**src/rtl/reg_wb_stage.sv**
```systemverilog
// -----------------------------------------------------------------------------
// reg_wb_stage
//
// Write-back stage for the CPU's 32x32 register file. It accepts one retiring
// instruction at a time. ALU results go straight to a one-cycle write. Loads
// first wait for a memory read-data beat. The addressed byte, halfword or word
// is then extracted and sign- or zero-extended, and the write follows. A
// free-running counter records every completed write-back, including writes
// to r0 that are suppressed at the register file.
//
// Ports:
//   clk, resetn          clock (rising edge) / asynchronous active-low reset
//   in_valid/in_ready    retiring-instruction handshake
//   in_is_load           result comes from memory rather than in_alu_result
//   in_rd                destination register index
//   in_alu_result        result for non-load instructions
//   in_load_type         000 lb, 001 lh, 010 lw, 100 lbu, 101 lhu (else lw)
//   in_byte_off          low two bits of the load address
//   mem_rdata_valid/ready, mem_rdata   aligned memory read-data handshake
//   rf_wen, rf_waddr, rf_wdata         register-file write port
//   wb_count             number of completed write-backs (wraps)
// -----------------------------------------------------------------------------
module reg_wb_stage #(
    parameter int DATA_WIDTH = 32,
    parameter int ADDR_WIDTH = 5
) (
    input  logic                  clk,
    input  logic                  resetn,
    input  logic                  in_valid,
    output logic                  in_ready,
    input  logic                  in_is_load,
    input  logic [ADDR_WIDTH-1:0] in_rd,
    input  logic [DATA_WIDTH-1:0] in_alu_result,
    input  logic [2:0]            in_load_type,
    input  logic [1:0]            in_byte_off,
    input  logic                  mem_rdata_valid,
    output logic                  mem_rdata_ready,
    input  logic [DATA_WIDTH-1:0] mem_rdata,
    output logic                  rf_wen,
    output logic [ADDR_WIDTH-1:0] rf_waddr,
    output logic [DATA_WIDTH-1:0] rf_wdata,
    output logic [31:0]           wb_count
);

    typedef enum logic [1:0] {
        IDLE     = 2'd0,
        WAIT_MEM = 2'd1,
        WRITE    = 2'd2
    } state_e;

    localparam logic [2:0] LT_LB  = 3'b000;
    localparam logic [2:0] LT_LH  = 3'b001;
    localparam logic [2:0] LT_LBU = 3'b100;
    localparam logic [2:0] LT_LHU = 3'b101;

    state_e                state_q, state_d;
    logic [ADDR_WIDTH-1:0] rd_q, rd_d;
    logic [DATA_WIDTH-1:0] wdata_q, wdata_d;
    logic [2:0]            load_type_q, load_type_d;
    logic [1:0]            off_q, off_d;
    logic [31:0]           wb_count_q, wb_count_d;

    logic in_xfer;
    logic mem_xfer;

    // Byte/halfword extraction from an aligned word. The halfword is picked by
    // off[1] alone, so a misaligned lh/lhu still reads a naturally aligned half.
    // Codes that are not lb/lh/lbu/lhu fall through to lw and ignore the offset.
    function automatic logic [DATA_WIDTH-1:0] extract(
        input logic [DATA_WIDTH-1:0] word,
        input logic [2:0]            load_type,
        input logic [1:0]            off
    );
        logic [7:0]  byte_sel;
        logic [15:0] half_sel;
        byte_sel = 8'(word >> {off, 3'b000});
        half_sel = 16'(word >> {off[1], 4'b0000});
        case (load_type)
            LT_LB:   extract = {{(DATA_WIDTH-8){byte_sel[7]}}, byte_sel};
            LT_LBU:  extract = {{(DATA_WIDTH-8){1'b0}}, byte_sel};
            LT_LH:   extract = {{(DATA_WIDTH-16){half_sel[15]}}, half_sel};
            LT_LHU:  extract = {{(DATA_WIDTH-16){1'b0}}, half_sel};
            default: extract = word;
        endcase
    endfunction

    assign in_xfer  = in_valid && in_ready;
    assign mem_xfer = mem_rdata_valid && mem_rdata_ready;

    // -------------------------------------------------------------------------
    // State and datapath registers
    // -------------------------------------------------------------------------
    // NOTE: sequential state uses non-blocking assignments so every flop samples
    // the pre-edge values, independent of process evaluation order.
    always_ff @(posedge clk or negedge resetn) begin
        if (!resetn) begin
            state_q     <= IDLE;
            rd_q        <= '0;
            wdata_q     <= '0;
            load_type_q <= '0;
            off_q       <= '0;
            wb_count_q  <= '0;
        end else begin
            state_q     <= state_d;
            rd_q        <= rd_d;
            wdata_q     <= wdata_d;
            load_type_q <= load_type_d;
            off_q       <= off_d;
            wb_count_q  <= wb_count_d;
        end
    end

    // -------------------------------------------------------------------------
    // Next-state logic
    // -------------------------------------------------------------------------
    // NOTE: every combinational output gets a default before the case, so no
    // path leaves it unassigned and no latch is inferred.
    always_comb begin
        state_d = state_q;
        case (state_q)
            IDLE: begin
                if (in_xfer) state_d = in_is_load ? WAIT_MEM : WRITE;
            end
            WAIT_MEM: begin
                if (mem_xfer) state_d = WRITE;
            end
            WRITE: begin
                // The write in flight always completes. A new instruction
                // accepted in the same cycle chains directly to its next state.
                if (in_xfer) state_d = in_is_load ? WAIT_MEM : WRITE;
                else         state_d = IDLE;
            end
            default: state_d = IDLE;
        endcase
    end

    // -------------------------------------------------------------------------
    // Datapath next values
    // -------------------------------------------------------------------------
    always_comb begin
        rd_d        = rd_q;
        wdata_d     = wdata_q;
        load_type_d = load_type_q;
        off_d       = off_q;
        wb_count_d  = wb_count_q;

        // in_xfer and mem_xfer cannot both be true, because in_ready and
        // mem_rdata_ready are asserted in disjoint states.
        if (in_xfer) begin
            rd_d        = in_rd;
            load_type_d = in_load_type;
            off_d       = in_byte_off;
            if (!in_is_load) wdata_d = in_alu_result;
        end

        if (mem_xfer) wdata_d = extract(mem_rdata, load_type_q, off_q);

        if (state_q == WRITE) wb_count_d = wb_count_q + 32'd1;
    end

    // -------------------------------------------------------------------------
    // Outputs
    // -------------------------------------------------------------------------
    always_comb begin
        in_ready        = (state_q == IDLE) || (state_q == WRITE);
        mem_rdata_ready = (state_q == WAIT_MEM);
        // A write to r0 still counts as a write-back, but no write strobe is
        // raised for it.
        rf_wen          = (state_q == WRITE) && (rd_q != '0);
    end

    assign rf_waddr = rd_q;
    assign rf_wdata = wdata_q;
    assign wb_count = wb_count_q;

endmodule

```
**config.mk**
```make
export PLATFORM = sky130hd
export DESIGN_NAME = reg_wb_stage
export DESIGN_NICKNAME = d
export VERILOG_FILES = /design/src/rtl/reg_wb_stage.sv
export SDC_FILE = /design/constraint.sdc
export NUM_CORES = 1
export LEC_CHECK = 0
export ABC_AREA = 1
export BUFFER_PORTS_ARGS = -buffer_cell sky130_fd_sc_hd__buf_4
export CAP_MARGIN = 20
export CORE_MARGIN = 4
export CORE_UTILIZATION = 30
export DETAILED_ROUTE_END_ITERATION = 10
export PLACE_DENSITY = 0.63
export SLEW_MARGIN = 25
export SYNTH_ARGS = -nofsm -noshare
export SYNTH_HDL_FRONTEND = slang
export SYNTH_SLANG_ARGS = --single-unit
export TNS_END_PERCENT = 100
```
**constraint.sdc**
```tcl
create_clock -name clk -period 1.9 [get_ports clk]
set_input_delay 0.57 -clock clk [delete_from_list [all_inputs] [get_ports clk]]
set_output_delay 0.57 -clock clk [all_outputs]
set_load 0.03 [all_outputs]
```
==> summary.md, run 1 <==
| Metric | Value |
|---|---|
| Total vias in the final route | 4819 |
| Synth unique cells | 38 |
| Num CTS Buffers | 9 |
| Crit path max-delay family | flip-flops |
| Synthesis Warnings | 0 |
| Critical path arrival | 1.40 ns |
| IO Pins | 151 |
| DRT Wirelength | 15000 microns |
| Worst setup EP type | output pin |
| Die height | 132 microns |
| Max_slew headroom | 0.680 |
| Hold Path Class | input pin to asynchronous set/reset pin |
| CP Max Fanout | 2 |
| FFs w/ async S/R, synth | 1.00 |
| Post-synth EDFFs | 0 |
| Syn Nets | 732 |
| DRC viols | 0 |
| Failing checks | negative setup slack |
| Die width | 132 microns |
| Crit path cell chain | or2_4 -> o41ai_4 -> inv_1 -> buf_6 |
| Clock latency on the worst-skew pair | 0.34 ns |
| Placed Instances | 984 |
| Initial core utilization | 0.312 |
| Outcome | complete, but fails checks |
| Slew of the pin with the lowest slew margin | 0.479 ns |
| Bufs and invs on worst path | 2 |
| CTS tree | yes |
| Area Overhead vs Synth | 37.1% |
| Crit-path slowest cell | dfrtp_1 |
| Root Buffer | clkbuf_16 |
| Synth Instances | 652 |
| Row count | 44 |
| Top cells by count, synth | nand2_1, dfrtp_1, nor2_1, a21oi_1, inv_1 |
| Period utilisation layout | 1.04 |
| Filler Cell Count | 1553 |
| Final nets | 892 |
| CP max stage delay | 0.38 ns |
| Via-to-Cell Ratio | 4.81 |
| Largest net degree at the start of global routing | 35 |
| Reg2Reg Depth | 8 |
| Initial DRC count | 364 |
| First-pass GRT wire length | 24000 microns |
| Max cap viols | 0 |
| Clock transition at path regs | 0.06 ns |
| Post-DRT Antenna Nets | 0 |
| H-tree Lvls | 3 |
| Core Box Area | 14800 sq um |
| Primary FF master, synth | dfrtp_1 |
| Count of buffers from port buffering | 150 |
| VDD IR max | 0.000445 V |
| Synth top area share | 0.413 |
| Vias in the first global route | 4635 |
| Syn Area/Cell | 7.05 sq um |
| Fin. Hold Viols | 0 |
| Pwr/cell area | 949 nW/um^2 |
| Synth area leaders | dfrtp_1, nand2_1, nor2_1, a21oi_1, nand3_1 |
| Post-Layout Cell Count | 1001 |
| GRT Util Overall | 0.173 |
| Clk_skew | 0.00628 ns |
| Number of synthesized register bits | 76 |
| Worst path required time | 1.33 ns |
| Max Transition Viols Final | 0 |
| Post-DP HPWL | 11700 microns |
| Final setup vio count | 1 |
| Number of antenna diodes | 0 |
| Mapped cell area | 4600 sq um |
| GRT Residual Overflow | 0 |
| TNS Setup | -0.0705 ns |
| Area leader, netlist | dfrtp_1 |
| Layout cells sized above 1 | 0.280 |
| Worst slack at placement | 0.117 ns |
| Die area | 17400 sq um |
| Setup CP Type | flip-flop to output pin |
| Fmax | 0.507 GHz |
| DR pass1 iterations | 4 |
| Initial antenna violation count | 0 |
| RSZ-0062 raised after global routing | true |
| DR WL/cell | 15.0 microns |
| Most common cell in the synthesized netlist | nand2_1 |
| Critical Path Stages | 4 |
| Sequential element share of the synthesized area | 0.413 |
| CTS Buffer Depth | 2 |
| Min Tclk post-route | 1.97 ns |
| Critical Path Start Type | flip-flop |
| Leakage power | 0.00317 uW |
| Global placer's final weighted congestion | 0.877 |
| Clock sinks | 76 |
| Final worst setup slack | -0.0705 ns |
power by group:
group	leakage, uW	internal (uW)	switching [uW]
Combinational	0.00207	785	1330
Clock	0.000139	1020	708
Sequential	0.000958	1900	248
Total	0.00317	3700	2280
worst register-to-register path, cell delays in order, from the launching register on:
cell	delay, ns
dfrtp_1	0.43
ha_1	0.22
nand3_1	0.15
nor2_2	0.18
nand4_1	0.20
nor2_2	0.22
nand2_1	0.08
nand2_1	0.06
nand2_1	0.05
worst paths after layout:
kind	slack, ns	endpoint	start
min in group clk	0.45	state_q[0]$_DFFE_PN0P_	mem_rdata_valid
hold reg to reg	0.48	rf_wdata[16]$_DFFE_PN0P_	rf_wdata[16]$_DFFE_PN0P_
hold / removal	0.19	rf_waddr[4]$_DFFE_PN0P_	resetn
setup reg to reg	0.20	wb_count[22]$_DFFE_PN0N_	wb_count[1]$_DFFE_PN0N_
setup / recovery	-0.07	rf_wen	rf_waddr[1]$_DFFE_PN0P_
max in group asynchronous	1.14	rf_wdata[30]$_DFFE_PN0P_	resetn
stage by stage:
step	total power (uW)	util	hold slack (ns)	cell area, sq um
after detailed placement	4280	0.405	0.473	5980
final	5990	0.427	0.190	6310
after global routing	6320	0.427	0.213	6310
after CTS	6040	0.427	0.196	6290
after global placement	4270	0.405	0.468	5980
after floorplan	3370	-	0.274	4600
placed cells by master, fill, tap and decap left out, types with 2 or more instances in the layout:
master	count
nand4_1	5
buf_4	169
inv_1	39
clkinvlp_4	2
clkbuf_16	9
o21ai_1	4
o21a_1	2
dfrtp_1	76
a21oi_1	53
nor3_1	3
xor2_1	9
nand3_1	36
o21ai_0	23
nand2_1	241
nor2_4	4
nand2_4	4
clkinv_2	2
nor2_1	75
nand2_2	7
nor2_2	8
xnor2_1	9
mux2_2	5
nand3b_1	5
inv_2	8
cell families after synthesis:
logic type                 after synthesis  share of synthesized area
and+or+nand+nor                        395                      0.369
AOI/OAI and AO/OA                       86                     0.0974
muxes                                    5                     0.0122
xor gates and xnor gates                18                     0.0343
adders and majority gates                1                    0.00272
DFF                                     76                      0.413
buffers and inverters                   71                     0.0705
sequential cells by signal, summed over array words and instances (netlist names):
name and count:
wb_count 32, off_q 2, rf_wdata 32, state_q 2, rf_waddr 5, load_type_q 3
routing by layer:
| metal | GRT usage | routed length, microns |
|---|---|---|
| met1 | 0.234 | 6700 |
| met2 | 0.268 | 6770 |
| met3 | 0.0550 | 1290 |
| met4 | 0.0484 | 257 |
| met5 | 0 | 0 |
timing repair:
action,CTS,global route
setup buffers,1,0
hold buffers,0,0
endpoints found under the setup margin,1,1
resized for setup,3,1
cell type report:
cell class / count / area [sq um] / share of cell area
clock inverters: 6 / 63.8 / 0.0101
inverters: 49 / 186 / 0.0296
multi-input cells: 505 / 2390 / 0.380
clock buffers: 10 / 229 / 0.0363
flip-flops and latches: 76 / 1900 / 0.302
well taps: 184 / 230 / 0.0365
repair buffers: 171 / 1300 / 0.206
Note: power is estimated with default switching activity, not from simulation.
==> run 2: changes to the inputs <==
--- a/config.mk
+++ b/config.mk
@@ -5,13 +5,13 @@
 export SDC_FILE = /design/constraint.sdc
 export NUM_CORES = 1
 export LEC_CHECK = 0
-export ABC_AREA = 1
+export ABC_AREA = 0
 export BUFFER_PORTS_ARGS = -buffer_cell sky130_fd_sc_hd__buf_4
 export CAP_MARGIN = 20
 export CORE_MARGIN = 4
 export CORE_UTILIZATION = 30
 export DETAILED_ROUTE_END_ITERATION = 10
-export PLACE_DENSITY = 0.63
+export PLACE_DENSITY = 0.65
 export SLEW_MARGIN = 25
 export SYNTH_ARGS = -nofsm -noshare
 export SYNTH_HDL_FRONTEND = slang
==> run 2 against run 1 <==
Against the previous run:
- the flow still finishes with violations (negative setup slack)
- synthesized area decreased by 16%
- power rose by 1.6%
- worst setup slack worse by 0.16 ns
- highest routed layer unchanged
- sequential share of layout area rose by 3.6 points
- largest power group unchanged
- worst hold slack got worse by 0.051 ns
- design area down 11%
- critical path type unchanged
- synthesized cell count down 40%
- global-route usage fell by 0.79 points
- largest cell class is now sequential cells
- maximum frequency down 7.7%
==> summary.md, run 2 <==
| Metric | Value |
|---|---|
| Outcome | complete, but fails checks |
| Failing checks | negative setup slack |
| Global placer's final weighted congestion | 0.874 |
| Post-synth EDFFs | 0 |
| Final nets | 633 |
| Vias in the first global route | 3644 |
| Syn Area/Cell | 9.91 sq um |
| Synth area leaders | dfrtp_1, nand2_1, xnor2_1, a311o_1, a21oi_1 |
| Final worst setup slack | -0.234 ns |
| Number of synthesized register bits | 76 |
| Clk_skew | 0.00726 ns |
| Crit-path slowest cell | or4_1 |
| Number of antenna diodes | 0 |
| Final setup vio count | 1 |
| Fmax | 0.469 GHz |
| P_sw | 2150 uW |
| Worst path required time | 1.33 ns |
| Initial core utilization | 0.307 |
| Core Box Area | 12700 sq um |
| Num CTS Buffers | 9 |
| Sequential Power Share | 0.354 |
| Max cap viols | 0 |
| FF-to-FF End | wb_count[31]$_DFFE_PN0N_ |
| Top cells by count, synth | dfrtp_1, nand2_1, a21oi_1, xnor2_1 |
| Post-DRT Antenna Nets | 0 |
| DRT Wirelength | 12200 microns |
| Syn Nets | 472 |
| Sw frac | 0.353 |
| Clock sinks | 76 |
| RSZ-0062 raised after global routing | true |
| Period utilisation layout | 1.12 |
| Combinational power share | 0.339 |
| Most common cell after layout, fill and taps aside | buf_4 |
| Critical Path Start Type | flip-flop |
| Die height | 122 microns |
| Final Core Density | 0.445 |
| Count of buffers from port buffering | 150 |
| Pint | 3930 uW |
| DR pass1 iterations | 4 |
| Clock transition at path regs | 0.06 ns |
| GRT Residual Overflow | 0 |
| Reg2Reg Depth | 5 |
| Synthesis Warnings | 0 |
| DR WL/cell | 16.7 microns |
| Clock latency on the worst-skew pair | 0.34 ns |
| Hold Path Class | input pin to asynchronous set/reset pin |
| Fin area | 5640 sq um |
| VDD IR max | 0.000458 V |
| Row count | 41 |
| DRC viols | 0 |
| CP max stage delay | 0.53 ns |
| GRT Util Overall | 0.165 |
| Area Overhead vs Synth | 45.3% |
| Most common cell in the synthesized netlist | dfrtp_1 |
| Pwr/cell area | 1080 nW/um^2 |
| Initial DRC count | 210 |
| Crit path cell chain | or4_1 -> o21a_1 -> buf_6 |
| Post-DP HPWL | 9400 microns |
| Root Buffer | clkbuf_16 |
| Register-to-register setup slack | 0.14 ns |
| Total vias in the final route | 3599 |
| Primary FF master, synth | dfrtp_1 |
| Sequential element share of the synthesized area | 0.490 |
| Reg-to-Reg Start | wb_count[6]$_DFFE_PN0N_ |
| Leakage power | 0.00269 uW |
| Mapped cell area | 3880 sq um |
| Initial antenna violation count | 0 |
| Area leader, netlist | dfrtp_1 |
| Setup CP Type | flip-flop to output pin |
| Fin. Hold Viols | 0 |
| Layout cells sized above 1 | 0.375 |
| CP Max Fanout | 2 |
| Die area | 14800 sq um |
| Critical path arrival | 1.56 ns |
| Via-to-Cell Ratio | 4.93 |
| CTS tree | yes |
| Clock network power share | 0.307 |
| CP startpoint | rf_waddr[0]$_DFFE_PN0P_ |
| Synth top area share | 0.490 |
| Synth unique cells | 46 |
| IO Pins | 151 |
| Filler Cell Count | 1238 |
| Synth Instances | 392 |
| Worst setup EP type | output pin |
| Post-CTS Hold Fix Bufs | 0 |
| Placed Instances | 712 |
| Post-Layout Cell Count | 730 |
| Min Tclk post-route | 2.13 ns |
| H-tree Lvls | 3 |
| Commonest non-fill, non-tap cells in the layout | buf_4, dfrtp_1, nand2_1 |
| Max Transition Viols Final | 0 |
| FFs w/ async S/R, synth | 1.00 |
| Slew of the pin with the lowest slew margin | 0.445 ns |
| First-pass GRT wire length | 19000 microns |
| Max_slew headroom | 0.696 |
| CTS Buffer Depth | 2 |
| Largest net degree at the start of global routing | 34 |
| Die width | 122 microns |
| Dpl cell area | 5300 sq um |
## run 2: changes by cell type in the layout (fill, tap and decap cells not counted), moves of 10 or more
cell     previous run  this run
xnor2_1             9        21
o21ai_0            23         7
nand3_1            36        16
a21oi_1            53        31
a22oi_1             0        10
inv_1              39         7
nor2_1             75        16
nand2_1           241        68
a311o_1             0        16
## run 2: logic make-up (layout without fill, tap and decap cells)
| family | count (synthesis) | in the layout | share of synthesized area |
|---|---|---|---|
| and+or+nand+nor | 141 | 141 | 0.182 |
| AOI/OAI and AO/OA | 93 | 93 | 0.165 |
| DFF | 76 | 76 | 0.490 |
| xor gates and xnor gates | 31 | 31 | 0.0699 |
| buffers and inverters | 31 | 197 | 0.0370 |
| muxes | 19 | 19 | 0.0525 |
| adders and majority gates | 1 | 1 | 0.00322 |
## run 2: through the flow
step                setup slack [ns]  setup TNS (ns)  hold WS [ns]  power (uW)
detailed placement           -0.0935           -1.29         0.475        4230
floorplan                     0.0332               0         0.274        3340
CTS                           -0.239          -0.239         0.142        6140
global route                  -0.283          -0.283         0.159        6400
finish                        -0.234          -0.234         0.139        6080
global placement             -0.0642          -0.996         0.458        4200
## run 2: worst max-delay path by stage
stage / to / slack [ns] / cells past startpoint
floorplan: rf_wen / 0.03 / 2
global placement: rf_wdata[18]$_DFFE_PN0P_ / -0.06 / 6
detailed placement: rf_wdata[19]$_DFFE_PN0P_ / -0.09 / 6
CTS: rf_wen / -0.24 / 3
global route: rf_wen / -0.28 / 3
finish: rf_wen / -0.23 / 3
## run 2: power groups by stage
| stage | Sequential [uW] | Combinational, uW | Clock (uW) |
|---|---|---|---|
| 5_1_grt | 2190 | 2220 | 1990 |
| 2_1_floorplan | 2660 | 684 | 0 |
| 6_report | 2150 | 2060 | 1870 |
| 3_5_place_dp | 2180 | 2050 | 0 |
| 3_3_place_gp | 2180 | 2020 | 0 |
| 4_1_cts | 2150 | 2080 | 1910 |
## run 2: layout make-up
cell class | count | area, sq um | area share
clock buffer | 9 | 225 | 0.0399
clock inverter | 7 | 98.8 | 0.0175
inverter | 8 | 30.0 | 0.00532
multi-input combinational | 285 | 1840 | 0.326
sequential | 76 | 1900 | 0.337
tap | 172 | 215 | 0.0381
timing repair buffer | 173 | 1330 | 0.235
## run 2: routing by layer
layer	GRT usage	wire [microns]	up-vias
met5	0	0	-
met4	0.0686	234	0
met3	0.0399	804	18
met2	0.268	6030	133
met1	0.212	5100	1721
li1	-	-	1727
## run 2: repair_timing
| action | in CTS | in global routing |
|---|---|---|
| resized for setup | 1 | 1 |
| pin swaps | 0 | 1 |
| setup endpoints to repair | 1 | 18 |
| setup buffers | 2 | 0 |
## run 2: worst max-delay path, delay by kind of cell (launching register included)
kind,cells,cell delay [ns]
AND/OR/NAND/NOR,1,0.53
buffers and inverters,1,0.14
flip-flops,1,0.37
AO/OA/AOI/OAI,1,0.19
==> run 3: changes to the inputs <==
--- a/config.mk
+++ b/config.mk
@@ -12,6 +12,7 @@
 export CORE_UTILIZATION = 30
 export DETAILED_ROUTE_END_ITERATION = 10
 export PLACE_DENSITY = 0.65
+export SETUP_SLACK_MARGIN = 0.3
 export SLEW_MARGIN = 25
 export SYNTH_ARGS = -nofsm -noshare
 export SYNTH_HDL_FRONTEND = slang
==> run 3 against run 2 <==
Against the previous run:
- the run still ends with negative setup slack left
- non-clock buffer count grew 20
- global-route usage up 0.55 points
- final cell count is 2.9% higher
- clock skew is essentially flat
- register-to-register slack improved by 0.04 ns
- sequential share of layout area shrank 2.6 points
- wire length rose by 8.1%
- worst setup slack lost 0.023 ns
- worst hold slack better by 0.026 ns
- sequential cell count stayed put
- critical path type unchanged
- largest power group is now combinational cells
==> summary.md, run 3 (same netlist as run 2, synthesis figures left out) <==
| Metric | Value |
|---|---|
| FF-to-FF End | wb_count[16]$_DFFE_PN0N_ |
| GRT Residual Overflow | 0 |
| Failing checks | negative setup slack |
| CP Max Fanout | 2 |
| Largest net degree at the start of global routing | 37 |
| IO Pins | 151 |
| Initial DRC count | 226 |
| Final worst setup slack | -0.257 ns |
| Worst setup EP type | output pin |
| Total vias in the final route | 3777 |
| Max cap viols | 0 |
| Num CTS Buffers | 9 |
| Period utilisation layout | 1.14 |
| Critical path arrival | 1.59 ns |
| DR pass1 iterations | 6 |
| Outcome | complete, but fails checks |
| Worst path required time | 1.33 ns |
| Clk_skew | 0.00727 ns |
| Die width | 122 microns |
| Layout cells sized above 1 | 0.511 |
| H-tree Lvls | 3 |
| Reg-to-Reg Start | state_q[0]$_DFFE_PN0P_ |
| Fin. Hold Viols | 0 |
| Leakage power | 0.00287 uW |
| Fin area | 6190 sq um |
| VDD IR max | 0.000461 V |
| Initial antenna violation count | 0 |
| Post-DRT Antenna Nets | 0 |
| Row count | 41 |
| Clock latency on the worst-skew pair | 0.33 ns |
| Hold Path Class | input pin to asynchronous set/reset pin |
| First-pass GRT wire length | 19700 microns |
| Setup CP Type | flip-flop to output pin |
| CTS tree | yes |
| Reg2Reg Depth | 5 |
| Slew of the pin with the lowest slew margin | 0.415 ns |
| Max Transition Viols Final | 0 |
| Dpl cell area | 5320 sq um |
| Most common cell after layout, fill and taps aside | buf_4 |
| Hold slack | 0.166 ns |
| Number of antenna diodes | 0 |
| Fmax | 0.464 GHz |
| Die area | 14800 sq um |
| Clock sinks | 76 |
| Area Overhead vs Synth | 59.4% |
| DRC viols | 0 |
| Root Buffer | clkbuf_16 |
| Via-to-Cell Ratio | 5.03 |
| Final nets | 654 |
| RSZ-0062 raised after global routing | true |
| Count of buffers from port buffering | 150 |
| Core Box Area | 12700 sq um |
| Die height | 122 microns |
| Clock transition at path regs | 0.06 ns |
| Critical Path Start Type | flip-flop |
| Max_slew headroom | 0.724 |
| Vias in the first global route | 3764 |
| Post-DP HPWL | 9510 microns |
| DR WL/cell | 17.5 microns |
| Final setup vio count | 1 |
| CTS Buffer Depth | 2 |
| Filler Cell Count | 1192 |
| GRT Util Overall | 0.171 |
| Commonest non-fill, non-tap cells in the layout | buf_4, nand2_1, dfrtp_1 |
| Min Tclk post-route | 2.16 ns |
| Register-to-register setup slack | 0.18 ns |
| Pwr/cell area | 987 nW/um^2 |
| Initial core utilization | 0.307 |
| Global placer's final weighted congestion | 0.856 |
| DRT Wirelength | 13100 microns |
-- run 3: worst max path at each step --
stage	start	endpoint	cells past startpoint	slack, ns
finish	rf_waddr[0]$_DFFE_PN0P_	rf_wen	3	-0.26
global route	rf_waddr[0]$_DFFE_PN0P_	rf_wen	3	-0.30
floorplan	wb_count[0]$_DFFE_PN0N_	wb_count[16]$_DFFE_PN0N_	5	0.07
detailed placement	mem_rdata[31]	rf_wdata[18]$_DFFE_PN0P_	5	-0.05
global placement	mem_rdata[31]	rf_wdata[17]$_DFFE_PN0P_	5	0.01
CTS	rf_waddr[0]$_DFFE_PN0P_	rf_wen	3	-0.28
-- run 3: metrics by stage --
| step | instances | TNS [ns] | utilization | worst slack, ns | total power [uW] |
|---|---|---|---|---|---|
| after global routing | 751 | -0.303 | 0.488 | -0.303 | 6400 |
| after detailed placement | 707 | -0.620 | 0.420 | -0.0516 | 4270 |
| after global placement | 707 | 0 | 0.420 | 0.0148 | 4220 |
| after CTS | 739 | -0.278 | 0.465 | -0.278 | 6050 |
| after floorplan | 392 | 0 | - | 0.0678 | 3380 |
| final | 751 | -0.257 | 0.488 | -0.257 | 6110 |
-- run 3: worst max-delay path, stage by stage (launching register included) --
cell and delay [ns]:
dfrtp_2 0.40, or4_4 0.53, o21a_4 0.20, buf_6 0.13
-- run 3: layout make-up --
cell class | count | area, sq um | area share
clock buffer | 11 | 233 | 0.0376
tap | 172 | 215 | 0.0348
sequential | 76 | 1930 | 0.312
clock inverter | 5 | 52.6 | 0.00849
timing repair buffer | 193 | 1560 | 0.252
multi-input combinational | 286 | 2170 | 0.350
inverter | 8 | 32.5 | 0.00526
-- run 3: routing by layer --
layer / track usage / routed length [microns] / vias to the layer above
li1: - / - / 1785
met1: 0.218 / 5370 / 1826
met2: 0.276 / 6400 / 137
met3: 0.0460 / 952 / 29
met4: 0.0693 / 417 / 0
met5: 0 / 0 / -
-- run 3: power by group --
part | internal (uW) | total [uW] | switching [uW]
Combinational | 987 | 2260 | 1280
Sequential | 1920 | 2190 | 267
Clock | 1010 | 1650 | 644
Total | 3920 | 6110 | 2190
-- run 3: timing repair --
item,4_1_cts,5_1_grt
setup endpoints to repair,49,58
hold buffers,0,0
gates cloned,1,1
pin swaps,17,19
resized for setup,44,46
buffers inserted,15,11
